==> src/rtl/microseq_ctrl.sv <==
// Microprogram sequencer: decodes the current microword into a command for an external microaddress counter.
// Optional return stack for CALL/RET is enabled by defining MICROSEQ_STACK_EN.
module microseq_ctrl #(
  parameter  int AW     = 11,
  parameter  int CW     = 8,
  parameter  int SDEPTH = 4,
  localparam int UW     = 5 + AW + CW
) (
  input  logic          iCLK,
  input  logic          iRESET,
  input  logic [AW-1:0] iUADDR,
  input  logic [UW-1:0] iUWORD,
  input  logic [3:0]    iCOND,
  input  logic          iSTALL,
  input  logic          iRESTART,
  output logic [1:0]    oCMD,
  output logic [AW-1:0] oLDADR,
  output logic [CW-1:0] oCTRL,
  output logic          oHALTED,
  output logic          oERR,
  output logic [3:0]    oSP
);

  typedef enum logic [1:0] {S_RUN, S_DLY, S_HALT, S_ERR} state_t;
  typedef enum logic [1:0] {CMD_HOLD = 2'b00, CMD_INC = 2'b01, CMD_LOAD = 2'b10, CMD_CLR = 2'b11} cmd_t;
  typedef enum logic [2:0] {
    OP_NEXT, OP_JMP, OP_JCOND, OP_CALL, OP_RET, OP_WAITC, OP_DELAY, OP_HALT
  } op_t;

  state_t        state, state_nxt;
  logic [7:0]    dly_cnt;
  op_t           op;
  logic [AW-1:0] target;
  logic [CW-1:0] ctrl_f;
  logic [7:0]    dly_n;
  logic          cond;
  logic          run_go;
  logic          stk_full, stk_empty;
  logic [AW-1:0] ret_addr;

  assign op     = op_t'(iUWORD[UW-1 -: 3]);
  assign target = iUWORD[AW+CW-1:CW];
  assign ctrl_f = iUWORD[CW-1:0];
  assign dly_n  = target[7:0];
  assign cond   = iCOND[iUWORD[UW-4 -: 2]];
  assign run_go = (state == S_RUN) && !iSTALL && !iRESET;

`ifdef MICROSEQ_STACK_EN
  localparam int SW = $clog2(SDEPTH);
  logic [AW-1:0] stack [SDEPTH];
  logic [3:0]    sp;
  logic          push, pop, stk_clr;

  assign stk_full  = (sp == 4'(SDEPTH));
  assign stk_empty = (sp == 4'd0);
  assign ret_addr  = stack[SW'(sp - 4'd1)];
  assign push      = run_go && (op == OP_CALL) && !stk_full;
  assign pop       = run_go && (op == OP_RET) && !stk_empty;
  assign stk_clr   = ((state == S_HALT) || (state == S_ERR)) && iRESTART;

  // NOTE: sequential state uses non-blocking assignments so all registers update from pre-edge values.
  always_ff @(posedge iCLK) begin
    if (iRESET || stk_clr) sp <= '0;
    else if (push)         sp <= sp + 4'd1;
    else if (pop)          sp <= sp - 4'd1;
  end

  // NOTE: stack storage is not reset; sp alone defines which entries are valid.
  always_ff @(posedge iCLK) begin
    if (push) stack[SW'(sp)] <= iUADDR + AW'(1);
  end

  assign oSP = sp;
`else
  logic unused_uaddr;
  assign unused_uaddr = ^iUADDR;
  assign stk_full     = 1'b0;
  assign stk_empty    = 1'b0;
  assign ret_addr     = '0;
  assign oSP          = 4'd0;
`endif

  always_ff @(posedge iCLK) begin
    if (iRESET) state <= S_RUN;
    else        state <= state_nxt;
  end

  always_ff @(posedge iCLK) begin
    if (iRESET)                             dly_cnt <= 8'd0;
    else if (run_go && op == OP_DELAY)      dly_cnt <= dly_n;
    else if (state == S_DLY && !iSTALL)     dly_cnt <= dly_cnt - 8'd1;
  end

  always_comb begin
    state_nxt = state;
    unique case (state)
      S_RUN: if (!iSTALL) begin
        if (op == OP_HALT)                                      state_nxt = S_HALT;
        else if (op == OP_DELAY && dly_n != 8'd0)               state_nxt = S_DLY;
        else if ((op == OP_CALL && stk_full) || (op == OP_RET && stk_empty))
                                                                state_nxt = S_ERR;
      end
      S_DLY:          if (!iSTALL && dly_cnt == 8'd1) state_nxt = S_RUN;
      S_HALT, S_ERR:  if (iRESTART)                   state_nxt = S_RUN;
      default:                                        state_nxt = S_RUN;
    endcase
  end

  // NOTE: every output gets a default first so no path through the case can infer a latch.
  always_comb begin
    oCMD   = CMD_HOLD;
    oLDADR = '0;
    oCTRL  = '0;
    if (iRESET) begin
      oCMD = CMD_CLR;
    end else begin
      unique case (state)
        S_RUN: begin
          oCTRL = ctrl_f;
          if (!iSTALL) begin
            unique case (op)
              OP_NEXT:  oCMD = CMD_INC;
              OP_JMP:   begin oCMD = CMD_LOAD; oLDADR = target; end
              OP_JCOND: if (cond) begin oCMD = CMD_LOAD; oLDADR = target; end
                        else oCMD = CMD_INC;
              OP_CALL:  if (!stk_full) begin oCMD = CMD_LOAD; oLDADR = target; end
`ifdef MICROSEQ_STACK_EN
              OP_RET:   if (!stk_empty) begin oCMD = CMD_LOAD; oLDADR = ret_addr; end
`else
              OP_RET:   oCMD = CMD_INC;
`endif
              OP_WAITC: if (cond) oCMD = CMD_INC;
              OP_DELAY: if (dly_n == 8'd0) oCMD = CMD_INC;
              OP_HALT:  oCMD = CMD_HOLD;
              default:  oCMD = CMD_HOLD;
            endcase
          end
        end
        S_DLY: begin
          oCTRL = ctrl_f;
          if (!iSTALL && dly_cnt == 8'd1) oCMD = CMD_INC;
        end
        S_HALT, S_ERR: if (iRESTART) oCMD = CMD_CLR;
        default: oCMD = CMD_HOLD;
      endcase
    end
  end

  assign oHALTED = (state == S_HALT);
  assign oERR    = (state == S_ERR);

endmodule

==> config.mk <==
export PLATFORM = sky130hd
export DESIGN_NAME = microseq_ctrl
export DESIGN_NICKNAME = d
export VERILOG_FILES = /design/src/rtl/microseq_ctrl.sv
export SDC_FILE = /design/constraint.sdc
export NUM_CORES = 1
export LEC_CHECK = 0
export ABC_CLOCK_PERIOD_IN_PS = 2360
export BUFFER_PORTS_ARGS = -buffer_cell sky130_fd_sc_hd__buf_2
export CORE_ASPECT_RATIO = 1.5
export CORE_MARGIN = 4
export CORE_UTILIZATION = 39
export CTS_CLUSTER_DIAMETER = 60
export DETAILED_ROUTE_END_ITERATION = 10
export PLACE_DENSITY = 0.8
export SLEW_MARGIN = 0
export SYNTH_ARGS = -nofsm -noshare
export SYNTH_HDL_FRONTEND = slang
export SYNTH_SLANG_ARGS = --single-unit
==> constraint.sdc <==
create_clock -name iCLK -period 2.36 [get_ports iCLK]
set_input_delay 0.236 -clock iCLK [delete_from_list [all_inputs] [get_ports iCLK]]
set_output_delay 0.236 -clock iCLK [all_outputs]
set_load 0.005 [all_outputs]
==> flow_metrics.env, run 1 <==
export IMPL_grt_max_degree=13
export IMPL_instances_no_fill=190
export IMPL_port_buffer_count=54
export IMPL_maxSlewViolCount=0
export IMPL_yosys_warnings=0
export IMPL_tns_ns=0
export IMPL_hold_viol=0
export IMPL_finalCritPeriodShare_pct=92.33
export IMPL_leakagePower_nw=0.5587
export IMPL_grtUsageMet3_pct=2.997
export IMPL_antenna_found_initial=0
export IMPL_routedWlPerCell_um=13.99
export IMPL_cp_required_ns=2.12
export IMPL_grtUsageMet1_pct=19.74
export IMPL_end_kind="output port"
export IMPL_cts_hold_fix_buffers=0
export IMPL_initial_core_util_pct=42.17
export IMPL_dpl_cell_area_um2=1141
export IMPL_first_iter_violations=20
export IMPL_period_minus_slack_ns=2.179
export IMPL_cts_made_buffers=3
export IMPL_whs_ns=0.2387
export IMPL_cts_tree="done"
export IMPL_ant_nets=0
export IMPL_worst_slew_pin_slew_ns=0.6308
export IMPL_grt_pass1_vias=950
export IMPL_ctsResizeCount=0
export IMPL_grt_pass1_wl_um=4008
export IMPL_num_vias=1032
export IMPL_crit_type="reg2out"
export IMPL_drcViolationCount=0
export IMPL_fin_area_um2=1177
export IMPL_dp_cells=186
export IMPL_die_area_um2=3084
export IMPL_place_congestion=0.9295
export IMPL_grt_usage_pct=17.68
export IMPL_syn_area_um2=875.8
export IMPL_final_common_cell="buf_2"
export IMPL_ys_types=39
export IMPL_crit_fanout=12
export IMPL_ios=70
export IMPL_arrival_ns=1.94
export IMPL_num_nets_final=214
export IMPL_dr_pass1_iters=4
export IMPL_clock_sinks=10
export IMPL_ir_drop_mv=0.2561
export IMPL_grt_ovfl_total=0
export IMPL_cts_setup_buffers=0
export IMPL_final_cell_mix="buf_2, and2_1, a21oi_1, dfxtp_1, nor2_1"
export IMPL_maxSlewHeadroom_pct=57.36
export IMPL_max_freq_ghz=0.4589
export IMPL_final_setup_skew_ns=0.001114
export IMPL_die_h_um=66.04
export IMPL_synth_avg_cell_area_um2=7.616
export IMPL_syn_inst=115
export IMPL_seq_area_frac_synth_pct=22.86
export IMPL_dp_hpwl_um=2155
export IMPL_syn_to_final_growth_pct=34.43
export IMPL_htree_levels=1
export IMPL_n_antenna_cell=0
export IMPL_insertion_delay_ns=0.27
export IMPL_hold_path_class="in2reg"
export IMPL_routed_wl_um=2658
export IMPL_core_um2=2077
export IMPL_worst_setup_path_start_kind="flop"
export IMPL_finalSetupViolCount=0
export IMPL_drive_above_1_share_pct=37.50
export IMPL_die_x_um=46.70
export IMPL_clockBufferDepth=2
export IMPL_power_density_nw_per_um2=391.1
export IMPL_grt_setup_unrepaired="no"
export IMPL_row_count=20
export IMPL_cap_violations=0
export IMPL_clkSlewWorstSetupHoldPaths_ns=0.07
export IMPL_status="finished, final reports clean"
export IMPL_cts_root_buffer="clkbuf_4"
export IMPL_top_usage_layer="met2"
export IMPL_vias_per_cell=5.432
export IMPL_met2_usage_pct=30.69
export IMPL_synth_seq_cells=10
## layer usage
metal  vias to the layer above  routed length, µm  share of wire [%]
met3                         6                254                9.6
met1                       462                983                 37
met4                         0                 53                2.0
li1                        521                  -                  -
met5                         -                  0                  0
met2                        43               1367                 51
## worst paths after layout
path | from | end | slack [ns] | cells past startpoint
hold / removal | iUWORD[10] | dly_cnt[2] | 0.24 | 3
hold reg to reg | dly_cnt[4] | dly_cnt[4] | 0.49 | 2
setup / recovery | state[1] | oLDADR[10] | 0.18 | 4
setup reg to reg | state[1] | dly_cnt[2] | 0.39 | 4
## metrics by stage
step / total power, W / setup slack (ns) / utilization, %
2_1_floorplan: 0.0002539 / 0.5652 / -
3_3_place_gp: 0.0003040 / 0.4283 / 54.94
3_5_place_dp: 0.0003086 / 0.3998 / 54.94
4_1_cts: 0.0004644 / 0.1772 / 56.69
5_1_grt: 0.0004857 / 0.04211 / 56.69
6_report: 0.0004605 / 0.1809 / 56.69
## cell type report
class	instances	area, µm²
clock buffer	4	36.28
fill	206	899.6
inverter	3	11.26
multi-input combinational	96	624.3
sequential	10	200.2
tap	22	27.53
timing repair buffer	55	277.8
## flip-flops by register name, indices dropped and copies added, names as in the netlist
name     cells
state        2
dly_cnt      8
## cell families after synthesis
group | after synthesis | synth area share [%]
adders and majority gates | 2 | 2.857
muxes | 1 | 2.571
and+or+nand+nor | 62 | 44.71
AOI/OAI and AO/OA | 26 | 18.43
buffers and inverters | 12 | 7.143
xor gates and xnor gates | 1 | 1.000
DFF | 10 | 22.86
other | 1 | 0.4282
## Yosys cell counts
cell type   n  area, µm²
and2_1     19      118.9
a21oi_1    14      70.07
dfxtp_1    10      200.2
nor2_1      8      30.03
nand3_1     6      30.03
buf_4       4      30.03
nand2_1     4      15.01
nor3_1      4      20.02
clkbuf_1    3      11.26
inv_1       3      11.26
nand2b_1    3      18.77
or4_1       3      22.52
a22oi_1     2      15.01
a31oi_1     2      12.51
buf_2       2      10.01
ha_1        2      25.02
nor4_1      2      12.51
nor4bb_1    2      20.02
or3b_1      2      17.52
a211oi_1    1      7.510
a21boi_0    1      7.510
a2bb2oi_1   1      8.760
a32o_1      1      10.01
and2b_1     1      7.510
conb_1      1      3.750
mux4_2      1      22.52
nand3b_1    1      7.510
nand4_1     1      6.260
nand4b_1    1      8.760
nor3b_2     1      12.51
nor4b_1     1      8.760
nor4b_2     1      15.01
o211ai_1    1      7.510
o21ai_0     1      5.000
o311ai_1    1      8.760
o31a_1      1      8.760
or2_0       1      6.260
or4b_4      1      13.76
xnor2_1     1      8.760
## power by group
part	internal, W	leakage (nW)	switching (W)	total [W]
Clock	0.0000938	0.0210	0.0000605	0.000154
Sequential	0.000176	0.0812	0.00000831	0.000184
Combinational	0.0000606	0.457	0.0000616	0.000122
## critical path, stage by stage, from the launching register on
cell	delay (ns)
dfxtp_1	0.41
or4_1	0.61
nor3_1	0.22
nor4bb_1	0.28
buf_2	0.15
Power figures use the tool's default switching activity.
==> run 2: changes to the inputs <==
--- a/config.mk
+++ b/config.mk
@@ -13,6 +13,7 @@
 export CTS_CLUSTER_DIAMETER = 60
 export DETAILED_ROUTE_END_ITERATION = 10
 export PLACE_DENSITY = 0.8
+export REMOVE_ABC_BUFFERS = 1
 export SLEW_MARGIN = 0
 export SYNTH_ARGS = -nofsm -noshare
 export SYNTH_HDL_FRONTEND = slang
==> flow_metrics.env, run 2 (synthesis results as in run 1) <==
export IMPL_status="finished, final reports clean"
export IMPL_critPathTopFamily="simple AND/OR/NAND/NOR gates"
export IMPL_grt_pass1_wl_um=3891
export IMPL_ant_nets=0
export IMPL_worst_setup_path_start_kind="flop"
export IMPL_maxSlewHeadroom_pct=58.41
export IMPL_grt_max_degree=13
export IMPL_instances_no_fill=190
export IMPL_tns_ns=0
export IMPL_grt_pass1_vias=934
export IMPL_worst_slew_pin_slew_ns=0.6155
export IMPL_p_comb_share_pct=26.2
export IMPL_crit_slowest_cell="or4_1"
export IMPL_dpl_cell_area_um2=1141
export IMPL_ios=70
export IMPL_ctsResizeCount=0
export IMPL_top_register="dly_cnt"
export IMPL_initial_core_util_pct=42.17
export IMPL_finalCritPeriodShare_pct=91.89
export IMPL_dp_hpwl_um=2161
export IMPL_n_antenna_cell=0
export IMPL_cts_made_buffers=3
export IMPL_die_h_um=66.04
export IMPL_p_switching_w=0.0001325
export IMPL_crit_start="state[1]"
export IMPL_end_kind="output port"
export IMPL_final_setup_skew_ns=0.001302
export IMPL_r2r_end="dly_cnt[2]"
export IMPL_vias_per_cell=5.474
export IMPL_cp_num_cells=4
export IMPL_routed_wl_um=2610
export IMPL_grt_setup_unrepaired="no"
export IMPL_p_int_w=0.0003300
export IMPL_port_buffer_count=54
export IMPL_critPathMaxStageDelay_ns=0.60
export IMPL_crit_chain="or4_1, nor3_1, nor4bb_1, buf_2"
export IMPL_drive_above_1_share_pct=37.50
export IMPL_grt_usage_pct=17.13
export IMPL_power_frac_clock_pct=34.0
export IMPL_htree_levels=1
export IMPL_insertion_delay_ns=0.27
export IMPL_core_um2=2077
export IMPL_worst_slack_ns=0.1914
export IMPL_antenna_found_initial=0
export IMPL_hold_viol=0
export IMPL_clockBufferDepth=2
export IMPL_dp_cells=186
export IMPL_clock_sinks=10
export IMPL_fin_area_um2=1177
export IMPL_largest_reg_flops=8
export IMPL_drcViolationCount=0
export IMPL_seq_power_share_pct=39.8
export IMPL_dr_pass1_iters=4
export IMPL_cts_hold_fix_buffers=0
export IMPL_num_nets_final=214
export IMPL_cts_tree="done"
export IMPL_routedWlPerCell_um=13.74
export IMPL_finalSetupViolCount=0
export IMPL_row_count=20
export IMPL_power_density_nw_per_um2=392.8
export IMPL_fillers=194
export IMPL_die_x_um=46.70
export IMPL_place_congestion=0.8866
export IMPL_syn_to_final_growth_pct=34.43
export IMPL_worstRegToRegCells=4
export IMPL_crit_type="reg2out"
export IMPL_maxSlewViolCount=0
export IMPL_leakagePower_nw=0.5587
export IMPL_max_freq_ghz=0.4611
export IMPL_ir_drop_mv=0.2313
export IMPL_cp_required_ns=2.12
export IMPL_reg2reg_from="state[1]"
export IMPL_crit_fanout=12
export IMPL_die_area_um2=3084
export IMPL_first_iter_violations=31
export IMPL_final_common_cell="buf_2"
export IMPL_cts_root_buffer="clkbuf_4"
export IMPL_period_minus_slack_ns=2.169
export IMPL_clkSlewWorstSetupHoldPaths_ns=0.07
export IMPL_cts_setup_buffers=0
export IMPL_grt_ovfl_total=0
export IMPL_arrival_ns=1.93
export IMPL_p_total_w=0.0004625
export IMPL_biggestRegsByFlops="dly_cnt: 8 flops, state: 2 flops"
export IMPL_cp_endpoint="oLDADR[10]"
export IMPL_hold_path_class="in2reg"
export IMPL_cp_num_buf_inv=1
export IMPL_dp_slack_ns=0.3692
export IMPL_cap_violations=0
export IMPL_num_vias=1040
export IMPL_swShare_pct=28.64
export IMPL_final_cell_mix="buf_2, and2_1, a21oi_1, dfxtp_1, nor2_1"
export IMPL_reg2reg_slack_ns=0.35
-- run 2: cell counts in the layout (fill, tap and decap cells not counted) --
Identical to the previous run, type by type.
-- run 2: worst min-delay path: stages --
cell and delay, ns:
buf_2 0.11, nand2_1 0.05, a21oi_1 0.05
-- run 2: power groups by stage --
stage | sequential, W | clock, W | combinational (W)
2_1_floorplan | 0.000185 | 0 | 0.0000604
4_1_cts | 0.000184 | 0.000161 | 0.000121
5_1_grt | 0.000185 | 0.000167 | 0.000135
3_5_place_dp | 0.000188 | 0 | 0.000121
6_report | 0.000184 | 0.000157 | 0.000121
3_3_place_gp | 0.000187 | 0 | 0.000117
-- run 2: worst min-delay path by stage --
| stage | cells after the start | from | end |
|---|---|---|---|
| global placement | 2 | dly_cnt[4] | dly_cnt[4] |
| floorplan | 1 | iRESET | dly_cnt[0] |
| global route | 3 | iUWORD[10] | dly_cnt[2] |
| CTS | 3 | iUWORD[10] | dly_cnt[2] |
| finish | 3 | iUWORD[10] | dly_cnt[2] |
| detailed placement | 2 | dly_cnt[5] | dly_cnt[5] |
-- run 2: final cells by class --
type	instances	area, µm²	share of cell area, %
clock buffer	4	36.28	3.082
inverter	3	11.26	0.9564
multi-input combinational	96	624.3	53.03
sequential	10	200.2	17.00
tap	22	27.53	2.338
timing repair buffer	55	277.8	23.59
-- run 2: per-layer routing --
metal / GRT usage [%] / vias up / routed length (µm)
li1: - / 516 / -
met2: 31.55 / 44 / 1388
met3: 1.635 / 7 / 228
met1: 16.89 / 473 / 917
met4: 11.07 / 0 / 76
met5: 0 / - / 0
-- run 2: stage by stage --
step	hold slack (ns)	util, %
detailed placement	0.4698	54.94
global placement	0.4656	54.94
global route	0.2261	56.69
finish	0.2172	56.69
CTS	0.2158	56.69
floorplan	0.3051	-
